File: src/rtl/wallace_dot_accumulator.sv
// wallace_dot_accumulator
//   Controller and accumulator that sits in front of an external, registered
//   4x4 Wallace multiplier. It accepts unsigned 4-bit operand pairs over a
//   valid/ready handshake and sends each accepted pair to the multiplier. It
//   then sums VEC_LEN returned 8-bit products into one dot-product result and
//   presents that result over a valid/ready handshake.
//
// Ports
//   clk        in   1      rising-edge clock, shared with the multiplier
//   rst        in   1      asynchronous, active-high reset
//   in_valid   in   1      operand pair valid
//   in_ready   out  1      block can accept a pair this cycle
//   in_a/in_b  in   4      operands, unsigned
//   mul_a/b    out  4      operands to multiplier (zero when not issuing)
//   mul_prod   in   8      product from multiplier, MUL_LAT edges after issue
//   out_valid  out  1      result valid
//   out_ready  in   1      consumer takes result
//   out_sum    out  ACC_W  dot-product sum, modulo 2^ACC_W
//   out_ovf    out  1      a carry out of ACC_W occurred in this vector
module wallace_dot_accumulator #(
    parameter int VEC_LEN = 4,
    parameter int MUL_LAT = 2,
    parameter int ACC_W   = 10
) (
    input  logic             clk,
    input  logic             rst,
    input  logic             in_valid,
    output logic             in_ready,
    input  logic [3:0]       in_a,
    input  logic [3:0]       in_b,
    output logic [3:0]       mul_a,
    output logic [3:0]       mul_b,
    input  logic [7:0]       mul_prod,
    output logic             out_valid,
    input  logic             out_ready,
    output logic [ACC_W-1:0] out_sum,
    output logic             out_ovf
);
    localparam int CNT_W = (VEC_LEN > 1) ? $clog2(VEC_LEN) : 1;
    localparam logic [CNT_W-1:0] LAST = CNT_W'(VEC_LEN - 1);

    typedef enum logic [1:0] {FILL, DRAIN, HOLD} state_t;

    state_t             r_state, w_state_nxt;
    logic [CNT_W-1:0]   r_issue_cnt, r_ret_cnt;
    logic [MUL_LAT-1:0] r_vpipe;
    logic [ACC_W-1:0]   r_acc;
    logic               r_ovf;

    logic               w_acc_en, w_ret, w_ret_last, w_issue_last;
    logic [ACC_W:0]     w_sum;

    assign w_acc_en     = in_valid & in_ready;
    assign w_issue_last = w_acc_en && (r_issue_cnt == LAST);
    // The product leaving the multiplier this cycle belongs to the pair
    // issued MUL_LAT edges ago. Reset clears vpipe, so anything still inside
    // the multiplier at reset is never counted.
    assign w_ret        = r_vpipe[MUL_LAT-1];
    assign w_ret_last   = w_ret && (r_ret_cnt == LAST);
    // Add with one extra bit so the carry out of ACC_W is visible.
    assign w_sum        = {1'b0, r_acc} + {1'b0, ACC_W'(mul_prod)};

    assign mul_a     = w_acc_en ? in_a : 4'd0;
    assign mul_b     = w_acc_en ? in_b : 4'd0;
    assign out_sum   = r_acc;
    assign out_ovf   = r_ovf;

    always_ff @(posedge clk or posedge rst) begin
        if (rst) r_state <= FILL;
        else     r_state <= w_state_nxt;
    end

    always_comb begin
        w_state_nxt = r_state;
        in_ready    = 1'b0;
        out_valid   = 1'b0;
        case (r_state)
            FILL: begin
                in_ready = 1'b1;
                if (w_issue_last) w_state_nxt = DRAIN;
            end
            DRAIN: ;
            HOLD: begin
                out_valid = 1'b1;
                if (out_ready) w_state_nxt = FILL;
            end
            default: w_state_nxt = FILL;
        endcase
        // The final return completes the vector and overrides the issue-side
        // transition.
        if (w_ret_last) w_state_nxt = HOLD;
    end

    always_ff @(posedge clk or posedge rst) begin
        if (rst) begin
            r_vpipe     <= '0;
            r_issue_cnt <= '0;
            r_ret_cnt   <= '0;
            r_acc       <= '0;
            r_ovf       <= 1'b0;
        end else begin
            r_vpipe <= {r_vpipe[MUL_LAT-2:0], w_acc_en};

            if (w_acc_en) begin
                if (w_issue_last) r_issue_cnt <= '0;
                else              r_issue_cnt <= r_issue_cnt + 1'b1;
            end

            if (w_ret) begin
                if (w_ret_last) r_ret_cnt <= '0;
                else            r_ret_cnt <= r_ret_cnt + 1'b1;

                if (r_ret_cnt == '0) begin
                    // The first product of a vector replaces the previous result.
                    r_acc <= ACC_W'(mul_prod);
                    r_ovf <= 1'b0;
                end else begin
                    r_acc <= w_sum[ACC_W-1:0];
                    r_ovf <= r_ovf | w_sum[ACC_W];
                end
            end
        end
    end
endmodule

File: config.mk
export PLATFORM = sky130hd
export DESIGN_NAME = wallace_dot_accumulator
export DESIGN_NICKNAME = d
export VERILOG_FILES = /design/src/rtl/wallace_dot_accumulator.sv
export SDC_FILE = /design/constraint.sdc
export NUM_CORES = 1
export LEC_CHECK = 0
export CORE_UTILIZATION = 40
export DETAILED_ROUTE_END_ITERATION = 7
export MAX_ROUTING_LAYER = met4
export PLACE_DENSITY = 0.72
export SLEW_MARGIN = 20
export SYNTH_ARGS = -nofsm -noshare
export SYNTH_HDL_FRONTEND = slang
export SYNTH_SLANG_ARGS = --single-unit
File: constraint.sdc
create_clock -name clk -period 3.3 [get_ports clk]
set_input_delay 0.66 -clock clk [delete_from_list [all_inputs] [get_ports clk]]
set_output_delay 0.66 -clock clk [all_outputs]
set_load 0.005 [all_outputs]
==> impl_metrics.toml, run 1 <==
[placement]
io_buffers = 40
gp_congestion = 0.766
dp_hpwl_um = 2100
dp_slack_ns = 0.368

[floorplanning]
core_mm2 = 0.00283
ios = 41
num_rows = 19
start_util_pct = 43.1
die_h_um = 57.2
dieArea_mm2 = 0.00327
dieWidth_um = 57.2

[timing]
fin_skew_ns = 0.00948
whs_ns = 0.362
finalCriticalPeriod_ns = 2.69
setup-violations-final = 0
clock.fmax_ghz = 0.372
timing.final.crit_share_pct = 81.5
hold_viol_final = 0
slew_headroom_pct = 52.9
fin_tns_setup_ns = 0
postLayoutSetupSlackWorst_ns = 0.611
drv_slew = 0
rsz0062_at_grt = "false"
tightest_slew_ns = 0.706

[worst_hold_path]
holdCritPathClass = "reg2reg"

[global_routing]
grt_usage_pct = 19.4
grt_pass1_wl_um = 4840
grt_pass1_vias = 1150
grt_start_max_net_pins = 20
grt_overflow_total = 0
antenna_found_initial = 0

[power_and_ir_drop]
cellPowerDensity_mw_per_mm2 = 838
ir_worst_vdd_uv = 354
leakagePower_nw = 0.748

[logic_synthesis]
yosys.area_share.simple_pct = 15.7
synth_xor_area_share_pct = 3.59
synth_top_family_by_area = "compound AO/OA/AOI/OAI gates"
synth_area_per_cell_um2 = 9.84
synth_compound_area_share_pct = 21.5
yosysWarningCount = 0
ys_seq_area_share_pct = 39.0
syn-cell-area_mm2 = 0.00122
ys_types = 36
synthMuxAreaShare_pct = 4.41
synth_seq_cells = 19
syn-num-nets = 156
syn_inst = 124
synth_adder_area_share_pct = 12.9

[clock_network]
cts_root_buf = "clkbuf_4"
path_clk_slew_ns = 0.10
cts_tree = "done"
numCtsBuffers = 3
cts_resized = 0
postCtsHoldBufs = 0
cts_setup_buffers = 0
clock_latency_ns = 0.29
cts_num_sinks = 19
cts_buffer_depth = 2
h-tree-depth = 1

[critical_path]
worstSetupEndpoint = "mul_b[0]"
worstReg2RegStart = "out_sum[0]"
reg2reg_setup_slack_ns = 1.08
critPathArrivalTime_ns = 2.03
cp-end-kind = "primary output"
crit_type = "in2out"
startpoint_type = "input pin"
worstPathMaxFanout = 10
startpoint = "in_valid"
worstRegToRegCells = 7
worstPathRequired_ns = 2.64
r2r_end = "out_ovf"

[final_layout]
area_growth_pct = 37.4
fin_nets = 198
nFillCells = 264
diodes = 0
drive_above_1_share_pct = 7.27

[drt]
via_count = 1104
drc_errors = 3
initialDrtViolationCount = 34
viasPerCell = 5.63
drt_first_pass_iters = 8
post_drt_wl_per_cell_um = 13.9
antenna_left = 0
wl_um = 2720

[run_status]
status = "finished with violations"
violations = "DRC"

[job]
cap_violations = 0
[how the worst min path moves through the flow]
| stage | start | slack [ns] | endpoint | cells past startpoint |
|---|---|---|---|---|
| CTS | r_vpipe[0] | 0.37 | r_vpipe[1] | 0 |
| global route | r_vpipe[0] | 0.39 | r_vpipe[1] | 0 |
| floorplan | r_vpipe[0] | 0.33 | r_vpipe[1] | 0 |
| global placement | r_vpipe[0] | 0.34 | r_vpipe[1] | 0 |
| finish | r_vpipe[0] | 0.36 | r_vpipe[1] | 0 |
| detailed placement | r_vpipe[0] | 0.34 | r_vpipe[1] | 0 |
[cell usage in the layout (no fill, tap or decap), drive strengths merged, types with 2 or more instances in the layout]
cell,count
a31oi,5
clkbuf,4
xnor2,2
a22o,2
clkdlybuf4s50,40
nor2,11
nand2,10
inv,5
ha,11
mux2,3
o21ai,8
a211oi,2
mux2i,2
a21o,4
dfrtp,19
and3,8
xor2,3
a21oi,6
nor2b,5
[critical path, cell delays in order]
cell and delay (ns):
clkdlybuf4s50_1 0.62, and3_1 0.23, clkdlybuf4s50_1 0.52
[final cells by class]
cell class / count / area (um2) / area share, %
flip-flops and latches: 19 / 475 / 28.4
inverters: 5 / 18.8 / 1.12
multi-input cells: 96 / 709 / 42.3
clock buffers: 4 / 26.3 / 1.57
repair buffers: 41 / 408 / 24.3
well taps: 31 / 38.8 / 2.31
[routing by layer]
layer	GRT usage [%]	up-vias	share of wire (%)
li1	-	532	-
met1	21.2	523	41
met2	36.1	47	52
met3	2.72	2	5.7
met4	6.27	0	0.44
met5	-	-	0
[registers in the layout, summed over array words and instances (netlist names)]
name,flops
r_ret_cnt,2
r_issue_cnt,2
out_sum,10
r_vpipe,2
r_state,2
out_ovf,1
[cells by family (layout without fill, tap and decap cells)]
logic type               Yosys count  in the layout
AND/OR/NAND/NOR                   39             39
adder cells (fa/ha/maj)           12             12
XOR/XNOR                           5              5
buffers and inverters              9             50
AO/OA/AOI/OAI                     35             35
flip-flops                        19             19
multiplexers                       5              5
[where the power goes]
part | switching, mW | internal (mW) | total (mW)
Clock | 0.0672 | 0.0469 | 0.114
Combinational | 0.408 | 0.452 | 0.860
Sequential | 0.0923 | 0.338 | 0.430
[synth_stat cells, drive strengths merged]
library cell | n | area, um2
fa | 1 | 20.0
xor2 | 3 | 26.3
xnor2 | 2 | 17.5
mux2 | 3 | 33.8
a41oi | 1 | 8.76
a311o | 1 | 10.0
o21bai | 1 | 18.8
inv | 5 | 18.8
o31ai | 1 | 12.5
o21ai | 8 | 40.0
ha | 11 | 138
nor3 | 1 | 5.00
a21o | 4 | 30.0
nor2b | 5 | 31.3
a22o | 2 | 17.5
nand2 | 10 | 37.5
a211oi | 2 | 20.0
a22oi | 1 | 12.5
dfrtp | 19 | 475
buf | 3 | 12.5
and2 | 1 | 6.26
nor2 | 11 | 41.3
mux2i | 2 | 20.0
nand3b | 1 | 7.51
a31oi | 5 | 31.3
a311oi | 1 | 15.0
a21oi | 6 | 30.0
nand2b | 1 | 6.26
o2111ai | 1 | 8.76
and3 | 8 | 50.1
clkbuf | 1 | 3.75
o211ai | 1 | 7.51
nor4 | 1 | 6.26
[stage by stage]
step                area, um2  util (%)  cells  total power [mW]
detailed placement       1650      58.3    192              1.30
global route             1680      59.3    196              1.53
CTS                      1680      59.3    196              1.42
global placement         1650      58.3    192              1.27
finish                   1680      59.3    196              1.40
floorplan                1220         -    124             0.977
No activity file was read; power rests on OpenSTA's default activity.
==> inputs of run 2 (changes only) <==
- clock period: 3.3 -> 2.5 ns (I/O delays scaled with it)
==> run 2 against run 1 <==
Effect of this change:
- the flow still finishes with violations (DRC)
- largest cell class unchanged
- cell count grew 3.1%
- via count shrank 1.5%
- utilization grew 1.7 points
- sequential power grew 35%
- critical path depth grew 5
- worst setup slack lost 0.56 ns
==> impl_metrics.toml, run 2 (synthesized netlist as in run 1, its figures left out) <==
[global_routing]
grt_pass1_vias = 1152
antenna_found_initial = 0
grt_usage_pct = 20.0
grt_overflow_total = 0
grt_start_max_net_pins = 20
grt_pass1_wl_um = 4890

[clock_network]
path_clk_slew_ns = 0.11
cts_buffer_depth = 2
cts_root_buf = "clkbuf_4"
numCtsBuffers = 3
cts_tree = "done"
cts_num_sinks = 19
clock_latency_ns = 0.29
h-tree-depth = 1
cts_setup_buffers = 0

[final_layout]
multi_input_area_um2 = 712
layout_commonest_cell = "clkdlybuf4s50_1"
drive_above_1_share_pct = 11.7
regArea_um2 = 475
nFillCells = 264
layout_common_cells = "40 x clkdlybuf4s50_1, 19 x dfrtp_1, 11 x ha_1, 10 x nor2_1, 10 x nand2_1"
area_growth_pct = 41.4
diodes = 0
fin_nets = 204
largest_reg_flops = 10

[timing]
clock.fmax_ghz = 0.409
setup-violations-final = 0
slew_headroom_pct = 52.0
fin_tns_setup_ns = 0
drv_slew = 0
hold_viol_final = 0
timing.final.crit_share_pct = 97.8
tightest_slew_ns = 0.719
fin_skew_ns = 0.00146
postLayoutSetupSlackWorst_ns = 0.0555
rsz0062_at_grt = "false"
finalCriticalPeriod_ns = 2.44

[power_and_ir_drop]
total_power_mw = 1.91
leakagePower_nw = 0.781
ir_worst_vdd_uv = 458
cellPowerDensity_mw_per_mm2 = 1110

[drt]
dr_wl_met3_um = 125
drc_errors = 3
top_layer = "met4"
dr_wl_met2_um = 1500
drt_first_pass_iters = 8
wl_um = 2810
met1Wirelength_um = 1170
post_drt_wl_per_cell_um = 13.9
via_count = 1087
initialDrtViolationCount = 36
antenna_left = 0
viasPerCell = 5.38

[critical_path]
startpoint_type = "input pin"
worstPathRequired_ns = 2.66
worstPathMaxFanout = 3
cp-end-kind = "flop"
cpMaxStageDelayCell = "clkdlybuf4s50_1"
critPathArrivalTime_ns = 2.61
path_cells = "clkdlybuf4s50_1 > ha_1 > fa_1 > a21o_1 > a311oi_2 > o31ai_2 > a41oi_1 > a21oi_1"
max_stage_delay_ns = 0.44
crit_type = "in2reg"

[floorplanning]
start_util_pct = 43.1
dieWidth_um = 57.2
ios = 41
num_rows = 19
die_h_um = 57.2
core_mm2 = 0.00283
dieArea_mm2 = 0.00327

[run_status]
status = "finished with violations"
violations = "DRC"

[placement]
io_buffers = 40
gp_congestion = 0.809
dp_hpwl_um = 2230
dp_slack_ns = -0.253

[worst_hold_path]
holdCritPathClass = "reg2reg"

[job]
cap_violations = 0
run 2: routing by layer:
layer	vias to the layer above	GRT usage, %
li1	542	-
met1	512	21.2
met2	31	37.1
met3	2	3.85
met4	0	6.62
met5	-	-
run 2: critical path: cells and delay by family:
kind            cells  cell delay (ns)
buf+inv             1             0.44
compound gates      5             1.02
fa+ha+maj           2             0.65
run 2: what timing repair did:
item                                    in CTS  in global routing
hold buffers                                 0                  0
endpoints found under the setup margin       0                  7
resized for setup                            0                  1
run 2: path summary, 6_finish.rpt:
| kind | startpoint | to | slack [ns] | depth (start not counted) |
|---|---|---|---|---|
| worst min register to register | r_vpipe[0] | r_vpipe[1] | 0.36 | 0 |
| worst max-delay path | mul_prod[0] | out_ovf | 0.06 | 8 |
| max in group asynchronous | rst | out_sum[1] | 1.44 | 2 |
| worst max register to register | out_sum[0] | out_ovf | 0.32 | 7 |
| worst min-delay path | r_vpipe[0] | r_vpipe[1] | 0.36 | 0 |
| min in group asynchronous | rst | r_issue_cnt[1] | 0.61 | 2 |
run 2: final cells by class:
| cell class | count | area share (%) |
|---|---|---|
| Clock buffer | 3 | 1.31 |
| Clock inverter | 1 | 0.290 |
| Inverter | 5 | 1.09 |
| Multi-Input combinational cell | 96 | 41.3 |
| Sequential cell | 19 | 27.6 |
| Tap cell | 31 | 2.25 |
| Timing Repair Buffer | 47 | 26.3 |
run 2: power breakdown:
group          total [mW]  internal, mW  switching, mW  leakage (nW)
Sequential          0.579         0.446          0.133         0.229
Combinational        1.17         0.637          0.534         0.533
Clock               0.157        0.0595         0.0975        0.0177
Total                1.91          1.14          0.764         0.781
run 2: through the flow:
stage | cells | util [%] | instance area (um2) | hold slack (ns)
floorplan | 124 | - | 1220 | 0.331
global placement | 198 | 59.9 | 1700 | 0.334
detailed placement | 198 | 59.9 | 1700 | 0.335
CTS | 202 | 60.9 | 1720 | 0.363
global route | 202 | 61.0 | 1730 | 0.387
finish | 202 | 61.0 | 1730 | 0.361
==> inputs of run 3 (changes only) <==
- ABC_AREA: not set -> 1
- PLACE_DENSITY: 0.72 -> 0.69
==> run 3 against run 2 <==
Effect of this change:
- the run now ends clean
- global-route usage shrank 1.8 points
- routed wire length rose by 8.8%
- maximum frequency is 9.9% higher
- critical path depth is 4 lower
- synthesized cell count rose by 57%
- sequential share of layout area down 1.7 points
- cell count is 39% higher
- design area grew 6.6%
- worst setup slack gained 0.22 ns
- total power grew 2.7%
- utilization is 5.9 points lower
==> impl_metrics.toml, run 3 <==
[run_status]
status = "complete, no violations"

[global_routing]
grt_overflow_total = 0
grt_usage_pct = 18.3
grt_util_met3_pct = 2.56
busiest_layer = "met2"
grt_use_met2_pct = 30.3
grt_pass1_vias = 1124
grt_start_max_net_pins = 20
use_met1_pct = 22.5
antenna_found_initial = 0
grt_pass1_wl_um = 4790

[placement]
dp_slack_ns = 0.204
dp_hpwl_um = 2320
dpl_cell_area_mm2 = 0.00181
gp_congestion = 0.846
io_buffers = 40

[clock_network]
cts_root_buf = "clkbuf_4"
h-tree-depth = 1
postCtsHoldBufs = 0
path_clk_slew_ns = 0.11
cts_buffer_depth = 2
cts_tree = "done"
cts_num_sinks = 19
cts_setup_buffers = 0
clock_latency_ns = 0.30
cts_resized = 0
numCtsBuffers = 3

[critical_path]
cp-end-kind = "primary output"
crit_type = "in2out"
critPathArrivalTime_ns = 1.72
path_cells = "clkdlybuf4s50_1 > nand2_2 > nor2_1 > clkdlybuf4s50_1"
worstPathMaxFanout = 10
cpMaxStageDelayCell = "clkdlybuf4s50_1"
crit_path_frequent_cell = "clkdlybuf4s50_1"
reg2reg_setup_slack_ns = 0.76
worstPathRequired_ns = 2.00
startpoint_type = "input pin"
max_stage_delay_ns = 0.51

[timing]
drv_slew = 0
setup-violations-final = 0
clock.fmax_ghz = 0.450
rsz0062_at_grt = "false"
postLayoutSetupSlackWorst_ns = 0.276
finalCriticalPeriod_ns = 2.22
tightest_slew_ns = 0.777
timing.final.crit_share_pct = 89.0
fin_tns_setup_ns = 0
fin_skew_ns = 0.00380
hold_viol_final = 0
slew_headroom_pct = 48.1

[logic_synthesis]
ys_seq_area_share_pct = 34.3
synthMuxAreaShare_pct = 0
synth_area_per_cell_um2 = 7.11
syn-num-nets = 227
syn_inst = 195
synth_top_area_share_pct = 34.3
syn-cell-area_mm2 = 0.00139
synth_top_family_by_area = "simple AND/OR/NAND/NOR gates"
synthTopCellsByArea = "dfrtp_1 34%, nand2_1 14%, ha_1 9.9%"
synth_seq_cells = 19
ys_types = 28
yosysWarningCount = 0
synth_adder_area_share_pct = 11.4
synth_edf_count = 0
yosys.area_share.simple_pct = 34.2
synth_compound_area_share_pct = 9.75
netlist_top_cells_count = "51 x nand2_1, 28 x nor2_1, 26 x inv_1, 19 x dfrtp_1, 16 x nand3_1"
synth_flop_cell = "dfrtp_1"
synth.largest_area_cell = "dfrtp_1"
synth_xor_area_share_pct = 0
async_reset_ff_share_pct = 100
yosysMostFrequentCell = "nand2_1"

[power_and_ir_drop]
comb_power_share_pct = 62.1
total_power_mw = 1.96
cellPowerDensity_mw_per_mm2 = 1060
power.switching_mw = 0.875
clkPwrFrac_pct = 8.2
p_int_mw = 1.08
p_sw_share_pct = 44.7
leakagePower_nw = 0.933
seq_power_share_pct = 29.7
ir_worst_vdd_uv = 449

[drt]
drt_first_pass_iters = 4
post_drt_wl_per_cell_um = 10.9
antenna_left = 0
drc_errors = 0
initialDrtViolationCount = 22
wl_um = 3050
via_count = 1336
viasPerCell = 4.75

[floorplanning]
dieWidth_um = 60.9
die_h_um = 60.9
num_rows = 21
dieArea_mm2 = 0.00371
core_mm2 = 0.00334
ios = 41
start_util_pct = 41.5

[final_layout]
area_growth_pct = 32.7
stdcell_area_mm2 = 0.00184
drive_above_1_share_pct = 7.23
layout_commonest_cell = "nand2_1"
largest_reg_flops = 10
diodes = 0
fin_nets = 268
post-route-util_pct = 55.1
layout_common_cells = "51 x nand2_1, 40 x clkdlybuf4s50_1, 28 x nor2_1, 26 x inv_1, 19 x dfrtp_1"

[job]
cap_violations = 0

[worst_hold_path]
holdCritPathClass = "reg2reg"
-- run 3: critical path: cells and delay by family --
| family | cells | cell delay (ns) |
|---|---|---|
| buf+inv | 2 | 0.98 |
| simple gates | 2 | 0.25 |
-- run 3: kinds of logic (layout without fill, tap and decap cells) --
logic type	count (synthesis)	count (layout)
AO/OA/AOI/OAI	23	23
AND/OR/NAND/NOR	107	107
buffers and inverters	34	74
flip-flops	19	19
adder cells (fa/ha/maj)	12	12
-- run 3: path summary, 6_finish.rpt --
kind,to,cells past startpoint,from
max in group asynchronous,out_sum[6],2,rst
hold reg to reg,r_vpipe[1],0,r_vpipe[0]
setup reg to reg,out_sum[6],10,out_sum[0]
hold / removal,r_vpipe[1],0,r_vpipe[0]
setup / recovery,mul_a[2],4,in_valid
min in group asynchronous,out_sum[9],2,rst
-- run 3: cell type report --
type | count | area [um2]
Clock buffer | 4 | 26.3
Sequential cell | 19 | 475
Multi-Input combinational cell | 142 | 767
Timing Repair Buffer | 40 | 400
Tap cell | 46 | 57.6
Inverter | 30 | 113
Fill cell | 362 | 1500
-- run 3: power by group through the flow --
stage	Combinational [mW]	Clock, mW	Sequential (mW)
floorplan	0.838	0	0.551
global placement	1.20	0	0.588
detailed placement	1.22	0	0.590
CTS	1.23	0.171	0.584
global route	1.38	0.175	0.607
finish	1.22	0.160	0.582
-- run 3: through the flow --
step                hold WS (ns)  cells
floorplan                  0.331    195
global placement           0.332    277
detailed placement         0.336    277
CTS                        0.363    281
global route               0.374    281
finish                     0.359    281
-- run 3: metal layers --
metal,wire length (um),share of wire [%],vias to the layer above
li1,-,-,695
met1,1420,46,608
met2,1470,48,31
met3,151,4.9,2
met4,21,0.69,0
met5,0,0,-
